### config.mk
export PLATFORM = sky130hd
export DESIGN_NAME = wb_fpga_bus_arbiter
export DESIGN_NICKNAME = d
export VERILOG_FILES = /design/src/rtl/wb_fpga_bus_arbiter.sv
export SDC_FILE = /design/constraint.sdc
export NUM_CORES = 1
export LEC_CHECK = 0
export ABC_CLOCK_PERIOD_IN_PS = 1610
export CORE_AREA = 5 5 100 102
export DETAILED_ROUTE_END_ITERATION = 10
export DIE_AREA = 0 0 105 107
export PLACE_DENSITY = 0.74
export SLEW_MARGIN = 40
export SYNTH_ARGS = -nofsm -noshare
export SYNTH_HDL_FRONTEND = slang
export SYNTH_SLANG_ARGS = --single-unit
### constraint.sdc
create_clock -name WBs_CLK_i -period 1.61 [get_ports WBs_CLK_i]
set_input_delay 0.2415 -clock WBs_CLK_i [delete_from_list [all_inputs] [get_ports WBs_CLK_i]]
set_output_delay 0.2415 -clock WBs_CLK_i [all_outputs]
set_load 0.02 [all_outputs]
### src/rtl/wb_fpga_bus_arbiter.sv
// Round-robin arbiter sharing the FPGA-side Wishbone client bus between two masters.
// Define WB_ARB_WATCHDOG_EN to add the default-ack watchdog for unanswered accesses.
module wb_fpga_bus_arbiter #(
    parameter int                   ADDRWIDTH      = 17,
    parameter int                   DATAWIDTH      = 32,
    parameter int                   TIMEOUT_CYCLES = 15,
    parameter int                   CNTR_WIDTH     = 4,
    parameter logic [DATAWIDTH-1:0] DEF_RD_VALUE   = 32'hDEF_FAB_AC
) (
    input  logic                 WBs_CLK_i,
    input  logic                 WBs_RSTn_i,
    input  logic                 M0_CYC_i,
    input  logic                 M0_STB_i,
    input  logic                 M0_WE_i,
    input  logic [ADDRWIDTH-1:0] M0_ADR_i,
    input  logic [DATAWIDTH-1:0] M0_DAT_i,
    output logic                 M0_ACK_o,
    output logic [DATAWIDTH-1:0] M0_DAT_o,
    input  logic                 M1_CYC_i,
    input  logic                 M1_STB_i,
    input  logic                 M1_WE_i,
    input  logic [ADDRWIDTH-1:0] M1_ADR_i,
    input  logic [DATAWIDTH-1:0] M1_DAT_i,
    output logic                 M1_ACK_o,
    output logic [DATAWIDTH-1:0] M1_DAT_o,
    output logic                 WBs_CYC_o,
    output logic                 WBs_STB_o,
    output logic                 WBs_WE_o,
    output logic [ADDRWIDTH-1:0] WBs_ADR_o,
    output logic [DATAWIDTH-1:0] WBs_DAT_o,
    input  logic                 WBs_ACK_i,
    input  logic [DATAWIDTH-1:0] WBs_DAT_i,
    output logic [1:0]           Grant_o,
    output logic                 Timeout_o,
    output logic [7:0]           Timeout_Cnt_o,
    output logic [1:0]           dbg_state
);

    // Handshake: a master owns the bus from grant until it drops CYC; each STB phase
    // completes on the cycle its ACK is high, and STB/ACK pass through combinationally.
    typedef enum logic [1:0] {IDLE = 2'd0, OWN0 = 2'd1, OWN1 = 2'd2, WDOG = 2'd3} state_t;

    state_t state, next_state;
    logic   last_grant;   // 1 = M1; doubles as the current owner while granted

    logic                 own_cyc, own_stb, own_we;
    logic [ADDRWIDTH-1:0] own_adr;
    logic [DATAWIDTH-1:0] own_dat;
    logic                 timeout_hit;

    assign own_cyc = last_grant ? M1_CYC_i : M0_CYC_i;
    assign own_stb = last_grant ? M1_STB_i : M0_STB_i;
    assign own_we  = last_grant ? M1_WE_i  : M0_WE_i;
    assign own_adr = last_grant ? M1_ADR_i : M0_ADR_i;
    assign own_dat = last_grant ? M1_DAT_i : M0_DAT_i;

`ifdef WB_ARB_WATCHDOG_EN
    logic [CNTR_WIDTH-1:0] wd_cnt;
    logic [7:0]            tmo_cnt;
    logic                  owning;

    assign owning      = (state == OWN0) || (state == OWN1);
    assign timeout_hit = owning && own_stb && !WBs_ACK_i && (wd_cnt == CNTR_WIDTH'(1));

    always_ff @(posedge WBs_CLK_i or negedge WBs_RSTn_i) begin
        if (!WBs_RSTn_i) begin
            wd_cnt  <= CNTR_WIDTH'(TIMEOUT_CYCLES);
            tmo_cnt <= 8'h00;
        end else begin
            if (owning && own_stb && !WBs_ACK_i)
                wd_cnt <= wd_cnt - CNTR_WIDTH'(1);
            else
                wd_cnt <= CNTR_WIDTH'(TIMEOUT_CYCLES);
            if (state == WDOG && tmo_cnt != 8'hFF)
                tmo_cnt <= tmo_cnt + 8'd1;
        end
    end

    assign Timeout_o     = (state == WDOG);
    assign Timeout_Cnt_o = tmo_cnt;
`else
    logic unused_ok;
    assign unused_ok     = ^{CNTR_WIDTH'(TIMEOUT_CYCLES)};
    assign timeout_hit   = 1'b0;
    assign Timeout_o     = 1'b0;
    assign Timeout_Cnt_o = 8'h00;
`endif

    always_ff @(posedge WBs_CLK_i or negedge WBs_RSTn_i) begin
        if (!WBs_RSTn_i) begin
            state      <= IDLE;
            last_grant <= 1'b1;
        end else begin
            state <= next_state;
            if (state == IDLE && next_state != IDLE)
                last_grant <= (next_state == OWN1);
        end
    end

    always_comb begin
        next_state = state;
        WBs_CYC_o  = 1'b0;
        WBs_STB_o  = 1'b0;
        WBs_WE_o   = 1'b0;
        WBs_ADR_o  = '0;
        WBs_DAT_o  = '0;
        M0_ACK_o   = 1'b0;
        M1_ACK_o   = 1'b0;
        M0_DAT_o   = '0;
        M1_DAT_o   = '0;
        case (state)
            IDLE: begin
                if (M0_CYC_i && (!M1_CYC_i || last_grant))
                    next_state = OWN0;
                else if (M1_CYC_i)
                    next_state = OWN1;
            end
            OWN0, OWN1: begin
                WBs_CYC_o = own_cyc;
                WBs_STB_o = own_stb;
                WBs_WE_o  = own_we;
                WBs_ADR_o = own_adr;
                WBs_DAT_o = own_dat;
                if (last_grant) begin
                    M1_ACK_o = WBs_ACK_i;
                    M1_DAT_o = WBs_DAT_i;
                end else begin
                    M0_ACK_o = WBs_ACK_i;
                    M0_DAT_o = WBs_DAT_i;
                end
                if (!own_cyc)
                    next_state = IDLE;
                else if (timeout_hit)
                    next_state = WDOG;
            end
            WDOG: begin
                // Slave strobe is withdrawn and any late slave ack is deliberately dropped.
                WBs_CYC_o = own_cyc;
                WBs_WE_o  = own_we;
                WBs_ADR_o = own_adr;
                WBs_DAT_o = own_dat;
                if (last_grant) begin
                    M1_ACK_o = 1'b1;
                    M1_DAT_o = DEF_RD_VALUE;
                end else begin
                    M0_ACK_o = 1'b1;
                    M0_DAT_o = DEF_RD_VALUE;
                end
                if (!own_cyc)
                    next_state = IDLE;
                else
                    next_state = last_grant ? OWN1 : OWN0;
            end
            default: next_state = IDLE;
        endcase
    end

    assign Grant_o   = {(state == OWN1) || (state == WDOG && last_grant),
                        (state == OWN0) || (state == WDOG && !last_grant)};
    assign dbg_state = state;

endmodule
# Word level (Yosys, flattened, before mapping)
# Index checks and enable logic that the tools add are counted.
dict set report word_totals {
  output_inout_bits 131
  input_bits 139
  word_cells 47
  ff_bits 3
}
dict set report op_classes {
  n_reduce_logical 13
  n_mux 28
  eq_ne 4
}
# cell n
set op_table {}
lappend op_table {{$mux W32} 6}
lappend op_table {{$pmux W32 S2} 2}
lappend op_table {{$mux W17} 2}
lappend op_table {{$mux W1} 10}
lappend op_table {{$mux W2} 5}
lappend op_table {{$eq A2 B2 Y1 const B} 3}
lappend op_table {{$pmux W2 S3} 1}
lappend op_table {{$logic_and A1 B1 Y1} 4}
lappend op_table {{$pmux W1 S2} 2}
lappend op_table {{$logic_or A1 B1 Y1} 3}
lappend op_table {{$reduce_or A3 Y1} 1}
lappend op_table {{$eq A2 B1 Y1 const B} 1}
lappend op_table {{$logic_not A1 Y1} 2}
lappend op_table {{$logic_not A2 Y1} 1}
lappend op_table {{$reduce_bool A2 Y1} 1}
lappend op_table {{$reduce_or A2 Y1} 1}

# Longest topological paths before layout
# Gate-level depths: netlist (run 1).
dict set report logic_depth {
  word_depth 7
  ltp_mapped 7
  mapped_depth_nobuf 6
}

# Least setup slack after synthesis (run 1)
# Ideal clock, no wire load.
dict set report synth_path {
  path_kind {register -> output}
  start {reg state[1] (netlist: dbg_state[1])}
  end {out M0_DAT_o[11]}
  arrival_ns 1.814
  setup_slack_ns -0.446
  n_path_buf 2
  stages_incl_launch_ff 8
  required_ns 1.368
  cell_sequence {dfrtp_1 > inv_1 > ha_1 > nor2b_1 > buf_2 > buf_2 > nand2_1 > a21oi_1}
}
dict set report synth_between {
  elab_chain_cells 3
  elab_cells_between_ends 5
  cone_classes {eq/ne: 3; mux: 1; reduce/logical: 1}
}
# item line_no
set synth_lines {}
lappend synth_lines {{from (decl)} 43} ;# state_t state, next_state;
lappend synth_lines {{from (signal assigned)} 94} ;# state <= next_state;
lappend synth_lines {{$eq A2 B2 Y1 or $eq A2 B1 Y1 (tied branches)} 111} ;# case (state)
lappend synth_lines {{$reduce_or A2 Y1} 111}
lappend synth_lines {{$pmux W32 S2 *} 111}
lappend synth_lines {{to (decl)} 18} ;# output logic [DATAWIDTH-1:0] M0_DAT_o,
# Every way passes the cells marked *; elsewhere a longest branch is shown, timed or not.

# Final worst setup path (run 1)
dict set report layout_path {
  start {reg state[0] (netlist: dbg_state[0])}
  end {out M0_DAT_o[28]}
}
# The elaborated chain is that of the path after synthesis.

==> results.rst, run 1 <==
.. list-table::
   :header-rows: 1

   * - Metric
     - Value
   * - Flip-flop and latch count after synthesis
     - 3
   * - Area fraction in and, or, nand and nor cells after synthesis
     - 0.309
   * - Die width
     - 105 um
   * - CTS HTree Levels
     - 1
   * - Pwr Total
     - 12.6 mW
   * - Post-route setup slack
     - -343 ps
   * - Async set or reset register ratio after synthesis
     - 1.00
   * - Number of primary I/O pins
     - 270
   * - Worst hold path class
     - in -> async
   * - Worst r2r src
     - last_grant
   * - Share of the synthesized netlist area taken by xor and xnor gates
     - 0
   * - Static leakage
     - 2.64 nW
   * - Layout cells sized above 1
     - 0.666
   * - Kind of end point of the critical path
     - primary output
   * - WL met3
     - 1100 um
   * - Synth Area in Adders
     - 0.0343
   * - Chip Height
     - 107 um
   * - Post-synthesis mux area share
     - 0.292
   * - Final clock period utilization by the worst path
     - 1.21
   * - Largest driver fanout on the critical path
     - 6
   * - Unrepaired setup endpoints after global routing
     - true
   * - Post-synthesis cell type with the largest combined area
     - mux2i_1
   * - CP startpoint
     - dbg_state[0]
   * - Area share of the largest cell type after synthesis
     - 0.280
   * - Path depth of the worst reg2reg path
     - 8
   * - Final number of hold-violating endpoints
     - 0
   * - Slowest cell on the critical path
     - dfrtp_2
   * - Upper clock frequency limit
     - 0.512 GHz
   * - Maximum clock skew at final layout
     - 2.01 ps
   * - Total congestion overflow after global routing
     - 0
   * - FF-to-FF End
     - last_grant
   * - Initial cell density of the core
     - 0.202
   * - GRT Resource Usage Total
     - 0.213
   * - Detailed Place HPWL
     - 9570 um
   * - Total clock buffers created by CTS
     - 3
   * - Worst Path Required
     - 1370 ps
   * - Insertion delay of the later-clocked pin in the worst-skew pair
     - 220 ps
   * - Register clock-pin slew on the reported worst setup and hold paths
     - 30 ps
   * - Utilization after layout
     - 0.745
   * - Vias in the first global route
     - 3516
   * - Most used cell, CP
     - buf_6
   * - Main combinational cell family by area after synthesis
     - simple AND/OR/NAND/NOR gates
   * - Pin count of the biggest net entering global routing
     - 25
   * - Clk sink count
     - 3
   * - # port buffers
     - 260
   * - Global-route wire length before repair
     - 19400 um
   * - Root Driver
     - clkbuf_8
   * - Synthesized cell area
     - 0.00182 sq mm
   * - Most repeated cell in the gate-level netlist after synthesis
     - nor2_1
   * - Distinct cell type count of the synthesized netlist
     - 28
   * - Worst voltage drop across the vdd grid
     - 0.863 mV
   * - Min Hold Slack
     - 208 ps
   * - Number of max-slew violations in the final report
     - 0
   * - # diodes
     - 0
   * - Std-Cell Core Area
     - 0.00902 sq mm
   * - Avg WL per Cell
     - 19.5 um
   * - ANT nets after route
     - 0
   * - DR iter-0 viols
     - 97
   * - Crit path arrival time
     - 1710 ps
   * - Critical path's largest stage delay
     - 350 ps
   * - Length of routed met2 wiring
     - 7960 um
   * - Compound-Gate Fraction of Synth Area
     - 0.172
   * - Reported max-cap violation count
     - 0
   * - Setup Viol. Count Final
     - 123
   * - Startpoint type of the worst setup path
     - flop
   * - Power density over the cells
     - 1870 mW/mm^2
   * - Number of warnings reported in the yosys synthesis log
     - 0
   * - Synth area leaders
     - mux2i_1 (28%), nor2_1 (14%), a21oi_1 (13%)
   * - Gate count of the mapped netlist
     - 305
   * - Mean Syn Cell Area
     - 5.98 sq um
   * - Status
     - complete, but fails checks
   * - Total of fill cells in the finished design
     - 618
   * - Iteration count of the initial detailed-routing pass
     - 5
   * - Antenna violations before repair
     - 0
   * - Final weighted congestion in routability-driven placement
     - 0.828
   * - CTS tree
     - built
   * - Layout overhead on the synthesized area
     - 269%
   * - Final Net Count
     - 740
   * - End point of the critical path
     - M0_DAT_o[28]
   * - R2r setup slk
     - -170 ps
   * - Ratio of routed vias to standard cells
     - 4.74
   * - Clock Path Buffers
     - 2
   * - Site row count
     - 35
   * - Remaining routing DRC violations
     - 0
   * - Highest layer used for signal routing
     - met4
   * - Fraction of the yosys area taken by sequential cells
     - 0.0419
   * - Post-synth EDFFs
     - 0
   * - Total via count in the routed design
     - 3343
   * - Dominant register cell in the synthesized netlist
     - dfrtp_1
   * - Cells along the critical path
     - inv_2 -> ha_4 -> nor2b_4 -> buf_6 -> clkbuf_16 -> nand2_2 -> a21oi_4 -> buf_6
   * - Commonest cells post-synth
     - nor2_1 (69), nand2_1 (59), mux2i_1 (51)
   * - Wirelength, routed
     - 13700 um
   * - Violations in the final reports
     - setup timing
   * - Area of the die
     - 0.0112 sq mm
   * - Total routed wire length on the met1 layer
     - 4290 um
   * - Classification of the worst setup path
     - reg -> out
   * - Clock period minus final worst setup slack
     - 1950 ps
[cell usage in the layout, fill, tap and decap left out, types with 3 or more instances in the layout]
master	netlist	layout
nand2b_4	0	5
nand2_1	59	11
buf_12	0	20
mux2i_1	51	17
inv_1	6	4
clkdlybuf4s50_1	0	140
buf_4	17	32
clkbuf_8	0	3
buf_16	0	5
buf_8	0	5
ha_4	0	3
mux2i_2	0	17
buf_6	2	114
mux2i_4	1	18
nor2_1	69	8
nor2_4	0	16
a21oi_4	0	40
nand2_2	1	28
nor2_2	0	45
nand2_4	0	20
conb_1	1	9
a21oi_2	0	7
[where the power goes]
part,total [mW],internal (mW),switching (mW)
Sequential,0.170,0.130,0.0406
Clock,0.221,0.169,0.0523
Combinational,12.2,5.99,6.22
[metrics by stage]
step           area (sq um)  cells  setup WS [ps]  TNS, ps
6_report               6720    706           -343   -27610
5_1_grt                6720    706           -404   -34330
4_1_cts                6430    708           -318   -29670
3_5_place_dp           5400    677           -576   -54940
3_3_place_gp           5400    677           -525   -52890
2_1_floorplan          2520    313          -94.8    -6750
[cell type report]
cell class,instances,area (sq um),share of cell area
Sequential cell,3,82.6,0.0123
Clock buffer,4,45.0,0.00670
Timing Repair Buffer,318,3590,0.534
Multi-Input combinational cell,264,2850,0.423
Inverter,6,22.5,0.00335
Tap cell,111,139,0.0207
[sequential cells by signal, summed over array words and instances, names as in the netlist]
register / count
dbg_state: 2
last_grant: 1
[critical path: cells and delay by family (launching register included)]
kind            cells  cell delay (ps)
buf+inv             4              470
compound gates      1              150
flops               1              350
simple gates        2              250
fa+ha+maj           1              260
[kinds of logic (layout without fill, tap and decap cells)]
logic type	count (synthesis)	count (layout)
adder cells (fa/ha/maj)	5	5
AND/OR/NAND/NOR	140	142
buffers and inverters	48	328
flip-flops	3	3
AO/OA/AOI/OAI	56	56
multiplexers	52	52
other	1	9
[timing repair]
| item | 4_1_cts | 5_1_grt |
|---|---|---|
| pin swaps | 24 | 29 |
| resized for setup | 830 | 82 |
| hold buffers | 0 | 0 |
| endpoints found under the setup margin | 123 | 123 |
| gates cloned | 11 | 2 |
| buffers inserted | 16 | 1 |
[worst min-delay path by stage]
| stage | startpoint | endpoint |
|---|---|---|
| 2_1_floorplan | WBs_RSTn_i | dbg_state[0] |
| 3_3_place_gp | WBs_RSTn_i | dbg_state[1] |
| 3_5_place_dp | WBs_RSTn_i | dbg_state[1] |
| 5_1_grt | WBs_RSTn_i | dbg_state[0] |
| 6_report | WBs_RSTn_i | dbg_state[0] |
| 4_1_cts | WBs_RSTn_i | dbg_state[0] |
[per-layer routing]
layer | up-vias | GRT usage
met1 | 1559 | 0.194
met5 | - | 0
met3 | 27 | 0.0632
met2 | 172 | 0.455
met4 | 0 | 0.0393
li1 | 1585 | -
(Power assumes the default switching activity.)
==> inputs of run 2 (changes only) <==
--- a/config.mk
+++ b/config.mk
@@ -10,7 +10,7 @@
 export DETAILED_ROUTE_END_ITERATION = 10
 export DIE_AREA = 0 0 105 107
 export PLACE_DENSITY = 0.74
-export SLEW_MARGIN = 40
+export SLEW_MARGIN = 20
 export SYNTH_ARGS = -nofsm -noshare
 export SYNTH_HDL_FRONTEND = slang
 export SYNTH_SLANG_ARGS = --single-unit
==> results of run 2 <==
No change in the layout: final DEF, timing and power equal those of run 1.
==> inputs of run 3 (changes only) <==
--- a/config.mk
+++ b/config.mk
@@ -9,8 +9,9 @@
 export CORE_AREA = 5 5 100 102
 export DETAILED_ROUTE_END_ITERATION = 10
 export DIE_AREA = 0 0 105 107
+export GPL_ROUTABILITY_DRIVEN = 0
 export PLACE_DENSITY = 0.74
-export SLEW_MARGIN = 20
+export SLEW_MARGIN = 0
 export SYNTH_ARGS = -nofsm -noshare
 export SYNTH_HDL_FRONTEND = slang
 export SYNTH_SLANG_ARGS = --single-unit
==> results of run 3 <==
No change in the layout: final DEF, timing and power equal those of run 1.
